$ cat config.mk
export PLATFORM = sky130hd
export DESIGN_NAME = logic_eval_arbiter
export DESIGN_NICKNAME = d
export VERILOG_FILES = /design/src/rtl/logic_eval_pkg.sv /design/src/rtl/logic_eval_arbiter_rr.sv /design/src/rtl/logic_eval_arbiter.sv
export SDC_FILE = /design/constraint.sdc
export NUM_CORES = 1
export LEC_CHECK = 0
export ABC_AREA = 1
export ABC_CLOCK_PERIOD_IN_PS = 2100
export CORE_MARGIN = 3
export CORE_UTILIZATION = 43
export DETAILED_ROUTE_END_ITERATION = 10
export PLACE_DENSITY = 0.87
export SYNTH_ARGS = -nofsm -noshare
export SYNTH_HDL_FRONTEND = slang
export SYNTH_SLANG_ARGS = --single-unit
$ cat constraint.sdc
create_clock -name clk -period 2.1 [get_ports clk]
set_input_delay 0.42 -clock clk [delete_from_list [all_inputs] [get_ports clk]]
set_output_delay 0.42 -clock clk [all_outputs]
set_load 0.02 [all_outputs]
$ cat src/rtl/logic_eval_pkg.sv
// Shared types and the evaluated function for the logic_eval_arbiter slice.
// The bench reuses logic_eval_f so design and model agree on one definition.
package logic_eval_pkg;

  typedef enum logic {
    EMPTY = 1'b0,
    FULL  = 1'b1
  } slot_state_t;

  function automatic logic logic_eval_f(input logic a, input logic b, input logic c);
    return a & (b | c);
  endfunction

endpackage

$ cat src/rtl/logic_eval_arbiter_rr.sv
// Combinational round-robin picker: first set request at or above ptr, wrapping.
// The pointer register lives in the parent so this block stays stateless.
module rr_arbiter #(
  parameter int NUM_REQ = 4,
  parameter int ID_W    = $clog2(NUM_REQ)
) (
  input  logic [NUM_REQ-1:0] req,
  input  logic [ID_W-1:0]    ptr,
  input  logic               en,
  output logic [NUM_REQ-1:0] grant,
  output logic [ID_W-1:0]    winner,
  output logic               grant_valid
);

  always_comb begin
    int idx;
    grant       = '0;
    winner      = '0;
    grant_valid = 1'b0;
    idx         = 0;
    if (en) begin
      for (int i = 0; i < NUM_REQ; i++) begin
        // ptr is always kept below NUM_REQ, so one subtraction wraps correctly
        idx = int'(ptr) + i;
        if (idx >= NUM_REQ) idx = idx - NUM_REQ;
        if (!grant_valid && req[idx]) begin
          grant_valid = 1'b1;
          grant[idx]  = 1'b1;
          winner      = ID_W'(idx);
        end
      end
    end
  end

endmodule

$ cat src/rtl/logic_eval_arbiter.sv
// Shares one a & (b | c) evaluation among NUM_REQ requesters through a
// round-robin grant and a single-entry registered response slot.
module logic_eval_arbiter
  import logic_eval_pkg::*;
#(
  parameter int NUM_REQ = 4,
  parameter int ID_W    = $clog2(NUM_REQ),
  parameter int CNT_W   = 16
) (
  input  logic               clk,
  input  logic               rst,
  input  logic [NUM_REQ-1:0] req_valid,
  output logic [NUM_REQ-1:0] req_ready,
  input  logic [NUM_REQ-1:0] req_a,
  input  logic [NUM_REQ-1:0] req_b,
  input  logic [NUM_REQ-1:0] req_c,
  output logic               rsp_valid,
  input  logic               rsp_ready,
  output logic               rsp_result,
  output logic [ID_W-1:0]    rsp_id,
  output logic [CNT_W-1:0]   eval_count
);

  slot_state_t     state_q, state_d;
  logic [ID_W-1:0] rr_ptr;
  logic [ID_W-1:0] winner;
  logic            grant_valid;
  logic            slot_free;

  assign rsp_valid = (state_q == FULL);
  assign slot_free = (state_q == EMPTY) || rsp_ready;

  // Gating with rst keeps every ready low during the reset cycle itself
  rr_arbiter #(
    .NUM_REQ (NUM_REQ),
    .ID_W    (ID_W)
  ) u_rr_arbiter (
    .req         (req_valid),
    .ptr         (rr_ptr),
    .en          (slot_free && !rst),
    .grant       (req_ready),
    .winner      (winner),
    .grant_valid (grant_valid)
  );

  always_comb begin
    state_d = state_q;
    case (state_q)
      EMPTY:   if (grant_valid) state_d = FULL;
      FULL:    if (grant_valid) state_d = FULL;
               else if (rsp_ready) state_d = EMPTY;
      default: state_d = EMPTY;
    endcase
  end

  always_ff @(posedge clk) begin
    if (rst) begin
      state_q    <= EMPTY;
      rsp_result <= 1'b0;
      rsp_id     <= '0;
      rr_ptr     <= '0;
      eval_count <= '0;
    end else begin
      state_q <= state_d;
      if (grant_valid) begin
        rsp_result <= logic_eval_f(req_a[winner], req_b[winner], req_c[winner]);
        rsp_id     <= winner;
        rr_ptr     <= (winner == ID_W'(NUM_REQ - 1)) ? '0 : winner + 1'b1;
      end
      if (rsp_valid && rsp_ready) eval_count <= eval_count + 1'b1;
    end
  end

endmodule

Word level (Yosys, flattened, before mapping)
Cells that the tools add are included.
{"block": "op_classes", "n_addsub": 9, "n_eq_ne": 1, "n_reduce_logical": 14, "magnitude_cmp": 13, "muxes": 60, "bitwise_logic": 6}
{"cell": "32-bit 2-to-1 mux", "n": 8}
{"cell": "32-bit by 1-bit >= comparator with 1-bit output (second input constant)", "n": 4}
{"cell": "32-bit by 4-bit < comparator with 1-bit output (second input constant)", "n": 4}
{"cell": "32-bit by 4-bit >= comparator with 1-bit output (second input constant)", "n": 3}
{"cell": "32-bit by 4-bit subtractor with 32-bit output (second input constant)", "n": 3}
{"cell": "4-bit 2-to-1 mux", "n": 8}
{"cell": "1-bit 2-to-1 mux", "n": 26}
{"cell": "16-bit by 1-bit adder with 16-bit output (second input constant)", "n": 1}
{"cell": "1-bit binary-select mux with 2-bit select", "n": 7}
{"cell": "2-bit 2-to-1 mux", "n": 6}
{"cell": "4-bit OR", "n": 3}
{"cell": "1-bit logical AND", "n": 9}
{"cell": "1-bit demux with 2-bit select", "n": 4}
{"cell": "2-bit by 2-bit adder with 3-bit output (second input constant)", "n": 2}
{"cell": "1-bit logical NOT", "n": 4}
{"cell": "2-bit by 3-bit subtractor with 4-bit output (second input constant)", "n": 1}
{"cell": "2-bit by 1-bit adder with 3-bit output (second input constant)", "n": 1}
{"cell": "2-bit by 3-bit >= comparator with 1-bit output (second input constant)", "n": 1}
{"cell": "2-bit by 3-bit < comparator with 1-bit output (second input constant)", "n": 1}
{"cell": "2-bit by 1-bit adder with 2-bit output (second input constant)", "n": 1}
{"cell": "2-bit == test (second input constant)", "n": 1}
{"cell": "1-bit case mux with 2 select lines", "n": 1}
{"cell": "1-bit AND", "n": 1}
{"cell": "1-bit logical OR", "n": 1}
{"cell": "other kinds (2)", "n": 2}
{"block": "totals", "inputBits": 19, "register_bits": 22, "output_inout_bits": 24, "elab_cells": 108}

Depth between registers and ports, before layout
{"block": "logic_depth", "depth_word": 25, "depth_mapped": 16, "mapped_depth_nobuf": 15}

By module
A second synthesis with hierarchy kept.
{"block": "unflattened", "cells_unflattened": 263, "hier_area_um2": 1647.8}
{"mod": "logic_eval_arbiter", "n_inst": 1, "seq_area_each_um2": 440.4, "cells_per_inst": 175, "area_each_um2": 1192.4}
{"mod": "rr_arbiter", "n_inst": 1, "seq_area_each_um2": 0.0, "cells_per_inst": 88, "area_each_um2": 455.4}

Worst setup path after synthesis
Ideal clock, no wire load.
{"block": "synth_path", "path_kind": "flip-flop to output port", "from": "register rr_ptr[1]", "to": "output port req_ready[0]", "t_arrival_ps": 1702, "setup_slack_ps": -22, "t_required_ps": 1680, "path_stages_with_launch": 12, "path_buffers": 0, "cell_sequence": "dfxtp_1 > inv_1 > ha_1 > nand3_1 > nand2_4 > inv_1 > nand2_1 > nor2_1 > a21oi_1 > o221ai_1 > nand2_1 > inv_1"}
{"block": "synth_between", "elab_chain_cells": 20, "word_cells_on_any_way": 74, "cone_classes": "add/sub: 7; order compare: 12; mux: 42; bitwise: 3; reduce/logical: 10"}
{"item": "from (decl)", "line": "logic_eval_arbiter.sv:25", "text": "logic [ID_W-1:0] rr_ptr;"}
{"item": "from (signal assigned)", "line": "logic_eval_arbiter.sv:68", "text": "rr_ptr <= (winner == ID_W'(NUM_REQ - 1)) ? '0 : winner + 1'b1;"}
{"item": "branches (longest 18 deep; another with 32-bit by 4-bit subtractor with 32-bit output)"}
{"item": "4-bit 2-to-1 mux (*)", "line": "logic_eval_arbiter_rr.sv:26", "text": "if (!grant_valid && req[idx]) begin"}
{"item": "4-bit 2-to-1 mux (*)", "line": "logic_eval_arbiter_rr.sv:21", "text": "if (en) begin"}
{"item": "to (decl)", "line": "logic_eval_arbiter.sv:13", "text": "output logic [NUM_REQ-1:0] req_ready,"}
Mark *: on every way between the ends. The select of a mux whose other input is x is not followed.

Final worst setup path
{"block": "layout_path", "from": "register rr_ptr[0]", "to": "output port req_ready[1]"}
Same word-level chain as after synthesis.

==> results.py <==
metrics = {
    "detailed_routing": {
        "postRouteAntennaNets": 0,
        "route.vias.total": 1678,
        "wl_per_cell_um": 12.1,
        "wl_um": 4180,
        "drc_errors": 0,
        "drt_first_pass_iters": 5,
        "viasPerCell": 4.85,
        "drt_iter0_markers": 58,
    },
    "synth": {
        "syn_nets": 247,
        "ys_seq_area_frac": 0.286,
        "yosysWarnings": 0,
        "synth_largest_area_cell": "dfxtp_1",
        "ys_top_cells_by_area": "dfxtp_1, nand2_1, inv_1",
        "post_synth_num_cell_types": 30,
        "syn_inst": 223,
        "synth_area_um2": 1540,
        "ys_seq_elements": 22,
        "syn_avg_cell_area_um2": 6.91,
        "synth_top_area_frac": 0.286,
    },
    "sta": {
        "hold_viol": 0,
        "worstMarginPinSlew_ps": 366,
        "setup_viol": 4,
        "finalSetupTns_ps": -697,
        "fmax_mhz": 435,
        "finClkSkew_ps": 8.52,
        "slew_headroom": 0.756,
        "grt_setup_unrepaired": "true",
        "setup_slack_ps": -196,
        "maxSlewViolCount": 0,
        "min_period_ps": 2300,
        "fin_crit_sh": 1.09,
    },
    "min_path": {
        "min_path_type": "flop to flop",
    },
    "global_routing": {
        "grt-ovfl-total": 0,
        "antenna_found_initial": 0,
        "grt_max_degree": 14,
        "track_usage": 0.192,
        "grt_pass1_wl_um": 6730,
        "grt_pass1_vias": 1620,
    },
    "pwr": {
        "fin_total_pwr_mw": 2.70,
        "vdd_drop_max_v": 0.000576,
        "p_leak_nw": 1.11,
        "power.density_nw_per_um2": 1120,
    },
    "finish": {
        "area.growth.synth_to_final_pct": 56.9,
        "layout_commonest_cell": "nand2_1",
        "final_cell_mix": "nand2_1, clkdlybuf4s50_1, inv_1, buf_4",
        "final_core_util": 0.714,
        "drive_above_1_share": 0.337,
        "diodes": 0,
        "finalNonFillerCells": 346,
        "layout.nets": 325,
    },
    "status": {
        "outcome": "finished, violations left",
        "violations": "negative setup slack",
    },
    "job": {
        "drv_cap": 0,
    },
    "floorplan": {
        "fp-row-count": 21,
        "die_h_um": 65.9,
        "initial_core_util": 0.455,
        "die_x_um": 65.9,
        "design.die.area_um2": 4340,
        "core_um2": 3390,
        "ioPinCount": 43,
    },
    "setup_path": {
        "cp-start-kind": "flop",
        "crit_type": "flop to output pin",
        "cp.arrival_ps": 1880,
        "cp_data_required_time_ps": 1680,
        "crit_fanout": 5,
        "cp-end-kind": "output pin",
    },
    "clocking": {
        "clk_latency_ps": 310,
        "cts_buffers": 3,
        "cts.sinks": 22,
        "clockBufferDepth": 2,
        "h-tree-depth": 1,
        "clk_pin_slew_worst_paths_ps": 130,
        "ctsRootBufferMaster": "clkbuf_4",
        "cts_tree": "done",
    },
    "placement": {
        "io_buffers": 42,
        "place_congestion": 0.784,
        "pre_cts_slack_ps": -705,
        "hpwl_um": 2880,
        "place_inst": 337,
    },
}
-- cell usage after synthesis (all sizes together) --
cell / count
nand3: 21
o21ai: 7
xor2: 3
buf: 2
nor2: 26
a31oi: 1
clkbuf: 1
nand2: 56
and3: 1
o21a: 5
dfxtp: 22
inv: 42
nor3b: 2
nor3: 4
o221ai: 4
nand4: 5
ha: 5
a21oi: 16
-- worst max-delay path, cell delays in order, from the launching register on --
cell and delay [ps]:
dfxtp_4 400, inv_8 40, ha_4 250, inv_2 60, nand2_2 60, nand2_4 110, inv_4 40, nand2_4 80
nor2_2 60, a21oi_2 130, o221ai_2 110, nand2_1 60, inv_1 40, buf_6 120
-- registers in the layout (all words and copies together), names as in the netlist --
name / count
rsp_result: 1
eval_count: 16
rsp_id: 2
rsp_valid: 1
rr_ptr: 2
-- repair_timing --
| action | CTS | global route |
|---|---|---|
| cloned | 0 | 0 |
| pin swaps | 9 | 10 |
| gates resized for setup | 37 | 19 |
| setup buffers | 3 | 2 |
| hold endpoints to repair | 0 | 0 |
| endpoints found under the setup margin | 4 | 4 |
| hold buffers | 0 | 0 |
-- cell type report --
cell class | count | area, µm²
clock buffer | 3 | 22.5
clock inverter | 1 | 30.0
fill | 255 | 971
inverter | 42 | 173
multi-input combinational | 156 | 1000
sequential | 22 | 445
tap | 46 | 57.6
timing repair buffer | 76 | 687
-- metal layers --
layer  global-route usage  share of wire
met5                    0              0
met2                0.344           0.51
met3               0.0306          0.031
met1                0.234           0.43
met4               0.0570          0.025
-- per-stage QoR --
stage	hold WS [ps]	area (µm²)
floorplan	540	1540
global placement	460	2220
detailed placement	459	2220
CTS	486	2330
global route	502	2420
finish	483	2420
-- path summary, 6_finish.rpt --
path | slack (ps) | depth (start not counted) | end | from
min | 480 | 2 | rsp_id[1] | rsp_id[1]
max reg2reg | 150 | 17 | rr_ptr[1] | rr_ptr[0]
min reg2reg | 480 | 2 | rsp_id[1] | rsp_id[1]
max | -200 | 13 | req_ready[1] | rr_ptr[0]
-- cell families (layout without fill, tap and decap cells) --
logic type,count (synthesis),after routing,synth area share
compound gates,33,33,0.128
xor+xnor,3,3,0.0170
fa+ha+maj,5,5,0.0406
buf+inv,45,122,0.122
flops,22,22,0.286
simple gates,115,115,0.407
-- report_power, final --
part	leakage, nW	internal [mW]	switching [mW]
Sequential	0.180	0.472	0.0455
Combinational	0.900	0.845	1.02
Clock	0.0279	0.193	0.128
Total	1.11	1.51	1.19
Power figures use the tool's default switching activity.
